$ cat config.mk
export PLATFORM = sky130hd
export DESIGN_NAME = csa_add_sched
export DESIGN_NICKNAME = d
export VERILOG_FILES = /design/src/rtl/csa_add_sched.sv
export SDC_FILE = /design/constraint.sdc
export NUM_CORES = 1
export LEC_CHECK = 0
export CAP_MARGIN = 20
export CORE_MARGIN = 2
export CORE_UTILIZATION = 29
export DETAILED_ROUTE_END_ITERATION = 8
export PLACE_DENSITY = 0.82
export SLEW_MARGIN = 20
export SYNTH_ARGS = -nofsm -noshare
export SYNTH_HDL_FRONTEND = slang
export SYNTH_SLANG_ARGS = --single-unit
$ cat constraint.sdc
create_clock -name clk -period 1.9 [get_ports clk]
set_clock_uncertainty 0.15 [all_clocks]
set_input_delay 0.19 -clock clk [delete_from_list [all_inputs] [get_ports clk]]
set_output_delay 0.19 -clock clk [all_outputs]
set_load 0.02 [all_outputs]
$ cat src/rtl/csa_add_sched.sv
// Two-requester word-serial add/subtract scheduler in front of a shared 32-bit
// carry-select adder; the grant is locked per transaction and the result is registered.
module csa_add_sched (
  input  logic        clk,
  input  logic        rst_n,
  input  logic        req0_valid,
  output logic        req0_ready,
  input  logic [31:0] req0_a,
  input  logic [31:0] req0_b,
  input  logic        req0_sub,
  input  logic        req0_last,
  input  logic        req1_valid,
  output logic        req1_ready,
  input  logic [31:0] req1_a,
  input  logic [31:0] req1_b,
  input  logic        req1_sub,
  input  logic        req1_last,
  output logic [31:0] add_a,
  output logic [31:0] add_b,
  output logic        add_cin,
  input  logic [31:0] add_sum,
  input  logic        add_cout,
  output logic        res_valid,
  input  logic        res_ready,
  output logic [31:0] res_sum,
  output logic        res_cout,
  output logic        res_ovf,
  output logic        res_id,
  output logic        res_last
);

  typedef enum logic [1:0] {ST_IDLE, ST_OWN0, ST_OWN1} state_t;

  state_t      r_state;
  logic        r_rr_ptr;
  logic        r_carry;
  logic        r_sub;
  logic        r_res_valid;
  logic [31:0] r_res_sum;
  logic        r_res_cout;
  logic        r_res_ovf;
  logic        r_res_id;
  logic        r_res_last;

  logic        w_gnt;
  logic        w_gnt_valid;
  logic        w_first;
  logic [31:0] w_a;
  logic [31:0] w_b;
  logic        w_gnt_sub;
  logic        w_last;
  logic        w_sub;
  logic [31:0] w_b_post;
  logic        w_cin;
  logic        w_accept;
  logic        w_ovf;

  // NOTE: every variable assigned here gets a default first so no latch is inferred.
  always_comb begin
    w_gnt       = 1'b0;
    w_gnt_valid = 1'b0;
    case (r_state)
      ST_IDLE: begin
        w_gnt       = (req0_valid && req1_valid) ? r_rr_ptr : req1_valid;
        w_gnt_valid = req0_valid | req1_valid;
      end
      ST_OWN0: begin
        w_gnt       = 1'b0;
        w_gnt_valid = req0_valid;
      end
      ST_OWN1: begin
        w_gnt       = 1'b1;
        w_gnt_valid = req1_valid;
      end
      default: begin
        w_gnt       = 1'b0;
        w_gnt_valid = 1'b0;
      end
    endcase
  end

  assign w_first   = (r_state == ST_IDLE);
  assign w_a       = w_gnt ? req1_a    : req0_a;
  assign w_b       = w_gnt ? req1_b    : req0_b;
  assign w_gnt_sub = w_gnt ? req1_sub  : req0_sub;
  assign w_last    = w_gnt ? req1_last : req0_last;
  // The subtract mode is only sampled on the first beat; later beats use the latched copy.
  assign w_sub     = w_first ? w_gnt_sub : r_sub;
  assign w_b_post  = w_sub ? ~w_b : w_b;
  assign w_cin     = w_first ? w_gnt_sub : r_carry;
  assign w_accept  = rst_n & w_gnt_valid & (~r_res_valid | res_ready);
  assign w_ovf     = w_last & (w_a[31] == w_b_post[31]) & (add_sum[31] != w_a[31]);

  // Combinational outputs are gated by rst_n so the whole interface reads 0 during reset.
  assign req0_ready = w_accept & ~w_gnt;
  assign req1_ready = w_accept &  w_gnt;
  assign add_a      = rst_n ? w_a      : 32'd0;
  assign add_b      = rst_n ? w_b_post : 32'd0;
  assign add_cin    = rst_n & w_cin;

  assign res_valid = r_res_valid;
  assign res_sum   = r_res_sum;
  assign res_cout  = r_res_cout;
  assign res_ovf   = r_res_ovf;
  assign res_id    = r_res_id;
  assign res_last  = r_res_last;

  // NOTE: sequential state uses non-blocking assignments so all registers update together.
  always_ff @(posedge clk or negedge rst_n) begin
    if (!rst_n) begin
      r_state     <= ST_IDLE;
      r_rr_ptr    <= 1'b0;
      r_carry     <= 1'b0;
      r_sub       <= 1'b0;
      r_res_valid <= 1'b0;
      r_res_sum   <= 32'd0;
      r_res_cout  <= 1'b0;
      r_res_ovf   <= 1'b0;
      r_res_id    <= 1'b0;
      r_res_last  <= 1'b0;
    end else if (w_accept) begin
      r_res_valid <= 1'b1;
      r_res_sum   <= add_sum;
      r_res_cout  <= add_cout;
      r_res_ovf   <= w_ovf;
      r_res_id    <= w_gnt;
      r_res_last  <= w_last;
      if (w_first) r_sub <= w_gnt_sub;
      if (w_last) begin
        r_state  <= ST_IDLE;
        r_carry  <= 1'b0;
        r_rr_ptr <= ~w_gnt;
      end else begin
        r_state  <= w_gnt ? ST_OWN1 : ST_OWN0;
        r_carry  <= add_cout;
      end
    end else if (res_ready) begin
      r_res_valid <= 1'b0;
    end
  end

endmodule

==> flow_summary.ini <==
[layout]
multi_input_area_um2 = 2621
antennaDiodeCount = 0
final_cell_count_no_fill = 861
final_core_util_pct = 74.09
layout_common_cells = 205 x clkdlybuf4s50_1, 141 x nand2_1, 72 x buf_6
seq_area_um2 = 1054
mostFrequentLayoutCell = clkdlybuf4s50_1
nets = 894
fillers = 723
stdcell_area_um2 = 7717
area_growth_pct = 145.9
layout-drive-gt1-share_pct = 39.45

[power]
p_leak_nw = 3.449
powerDensity_nw_per_um2 = 1649
switching_share_pct = 40.54
p_switching_w = 0.005160
p_comb_share_pct = 82.4
clockPowerShare_pct = 5.7
power_frac_seq_pct = 11.8
p_int_w = 0.007569
max-vdd-ir-drop_uv = 956.5

[synth]
yosysUniqueCellTypes = 34
syn_nets = 575
netlist_instances = 405
synth_seq_area_share_pct = 33.49
synth_seq_cells = 42
synth.area.top_cells = dfrtp_1 33%, nand2_1 20%, mux2i_1 10%
synth.top_cell.area_share_pct = 33.49
syn_area_um2 = 3138
ys_warn_count = 0
yosys.area.top_type = dfrtp_1
syn_area_per_cell_um2 = 7.748

[global_route]
grt_pass1_wl_mm = 20.72
grt_pass1_vias = 4028
grt_max_degree = 56
grt_antenna_before_repair = 0
grt_usage_pct = 22.63
grt_remaining_overflow = 0

[placed_design]
routabilityCongestion = 0.7737
dp_hpwl_mm = 10.15
io_buffers = 273
place_area_um2 = 6381
place_inst = 811

[sta]
period_needed_ps = 2546
rsz0062_at_grt = true
fin_crit_sh_pct = 134.0
setup_viol = 103
tightest_slew_ps = 331.5
drv_slew = 0
fmax_mhz = 392.8
worst_slack_ps = -645.6
maxSlewHeadroom_pct = 77.27
finalHoldViolations = 0

[floorplanning]
die_h_um = 108.0
start_util_pct = 30.13
row_count = 37
boundaryPins = 274
fp.dieArea_um2 = 11670
die_w_um = 108.0
core_um2 = 10420

[min_path]
hold_class = primary input to async pin

[clock_tree]
htree_levels = 2
numCtsBuffers = 5
tritoncts = yes
path_clk_slew_ps = 90
clk_path_buf_depth = 2
cts.sinks = 42
clkLatencyLatePin_ps = 290
clockRootBuffer = clkbuf_8

[detailed_routing]
drtIter0Drc = 161
routed_wl_mm = 14.57
num_vias = 4017
wire_per_inst_um = 16.92
antenna_left = 0
dr.pass1.iters = 4
drc = 0
via_per_inst = 4.666

[setup_path]
cp-end-kind = output pin
critical_path_class = flip-flop to output pin
worst-path-max-fanout = 4
start_kind = flip-flop
required_ps = 1560
arrival_ps = 2210

[run_status]
status = finished, violations left
violations = negative setup slack

[run]
maxCapViolCount = 0
==> metal layers <==
layer | vias to the layer above | GRT usage, % | part of all wire, %
met5 | - | 0 | 0
met4 | 0 | 4.945 | 2.2
met3 | 24 | 4.641 | 7.2
met2 | 174 | 43.08 | 54
met1 | 1877 | 25.90 | 37
li1 | 1942 | - | -
==> critical path, stage by stage (launching register included) <==
cell and delay, ps:
dfrtp_2 450, buf_12 140, nor2b_4 150, a21oi_4 90
buf_6 140, buf_6 120, clkbuf_16 150, mux2i_1 230
xnor2_1 170, and2_4 170, buf_6 110
==> final timing paths <==
kind / from / to / slack (ps) / depth (start not counted)
setup / recovery: r_state[0]$_DFFE_PN0P_ / add_b[12] / -650 / 10
setup reg to reg: r_state[0]$_DFFE_PN0P_ / res_ovf$_DFFE_PN0P_ / -430 / 10
hold reg to reg: res_id$_DFFE_PN0P_ / res_id$_DFFE_PN0P_ / 330 / 1
min in group clk: add_sum[6] / res_sum[6]$_DFFE_PN0P_ / 270 / 3
hold / removal: rst_n / r_carry$_DFFE_PN0P_ / 250 / 3
max in group asynchronous: rst_n / res_sum[21]$_DFFE_PN0P_ / 770 / 4
==> kinds of logic (layout without fill, tap and decap cells) <==
kind of cell | Yosys count | in the layout | share of synthesized area, %
flip-flops | 42 | 42 | 33.49
buffers and inverters | 31 | 351 | 5.143
multiplexers | 33 | 33 | 10.57
AO/OA/AOI/OAI | 51 | 51 | 12.20
AND/OR/NAND/NOR | 216 | 216 | 29.66
XOR/XNOR | 32 | 32 | 8.931
==> state kept, by name, indices dropped and copies added (netlist names) <==
signal / count
res_cout: 1
res_valid: 1
res_sum: 32
res_id: 1
res_ovf: 1
r_state: 2
r_sub: 1
r_rr_ptr: 1
r_carry: 1
res_last: 1
==> stage by stage <==
step	setup TNS [ps]	power, W	hold slack, ps	setup WS (ps)
after floorplan	-900.3	0.006140	-255.6	-31.14
after global placement	-62230	0.008986	27.32	-969.9
after detailed placement	-66820	0.009162	34.08	-1008
after CTS	-29270	0.01193	260.0	-569.2
after global routing	-41010	0.01338	273.6	-697.2
final	-31770	0.01273	253.3	-645.6
==> power by group through the flow <==
| stage | registers [W] | logic, W | clock network, W |
|---|---|---|---|
| after floorplan | 0.00191 | 0.00423 | 0 |
| after global placement | 0.00151 | 0.00747 | 0 |
| after detailed placement | 0.00154 | 0.00762 | 0 |
| after CTS | 0.00151 | 0.00967 | 0.000759 |
| after global routing | 0.00155 | 0.0110 | 0.000790 |
| final | 0.00150 | 0.0105 | 0.000730 |
==> what timing repair did <==
action / CTS / global route
setup endpoints to repair: 88 / 89
endpoints found under the hold margin: 18 / 0
hold buffers: 1 / 0
pin swaps: 32 / 17
setup buffers: 17 / 15
cloned: 9 / 6
resized for setup: 453 / 89
==> cells in the mapped netlist (all sizes together) <==
library cell and count:
clkbuf 16, a221o 1, nor2 3, o31ai 2, a21o 3, xnor2 32, nor3 2, nor4b 1
inv 1, nand2b 3, o21a 2, a21oi 2, mux2i 32, o21ai 5, a311oi 1, mux2 1
a31oi 1, buf 14, nor2b 5, dfrtp 42, a22o 1, and2 32, nand4 1, a21boi 32
nand2 169, a211oi 1
==> area by class of cell <==
| cell class | count | share of cell area, % |
|---|---|---|
| Sequential cell | 42 | 13.65 |
| Multi-Input combinational cell | 332 | 33.97 |
| Clock buffer | 5 | 0.8917 |
| Timing Repair Buffer | 342 | 48.61 |
| Tap cell | 136 | 2.205 |
| Clock inverter | 3 | 0.6323 |
| Inverter | 1 | 0.04864 |
Power figures use the tool's default switching activity.
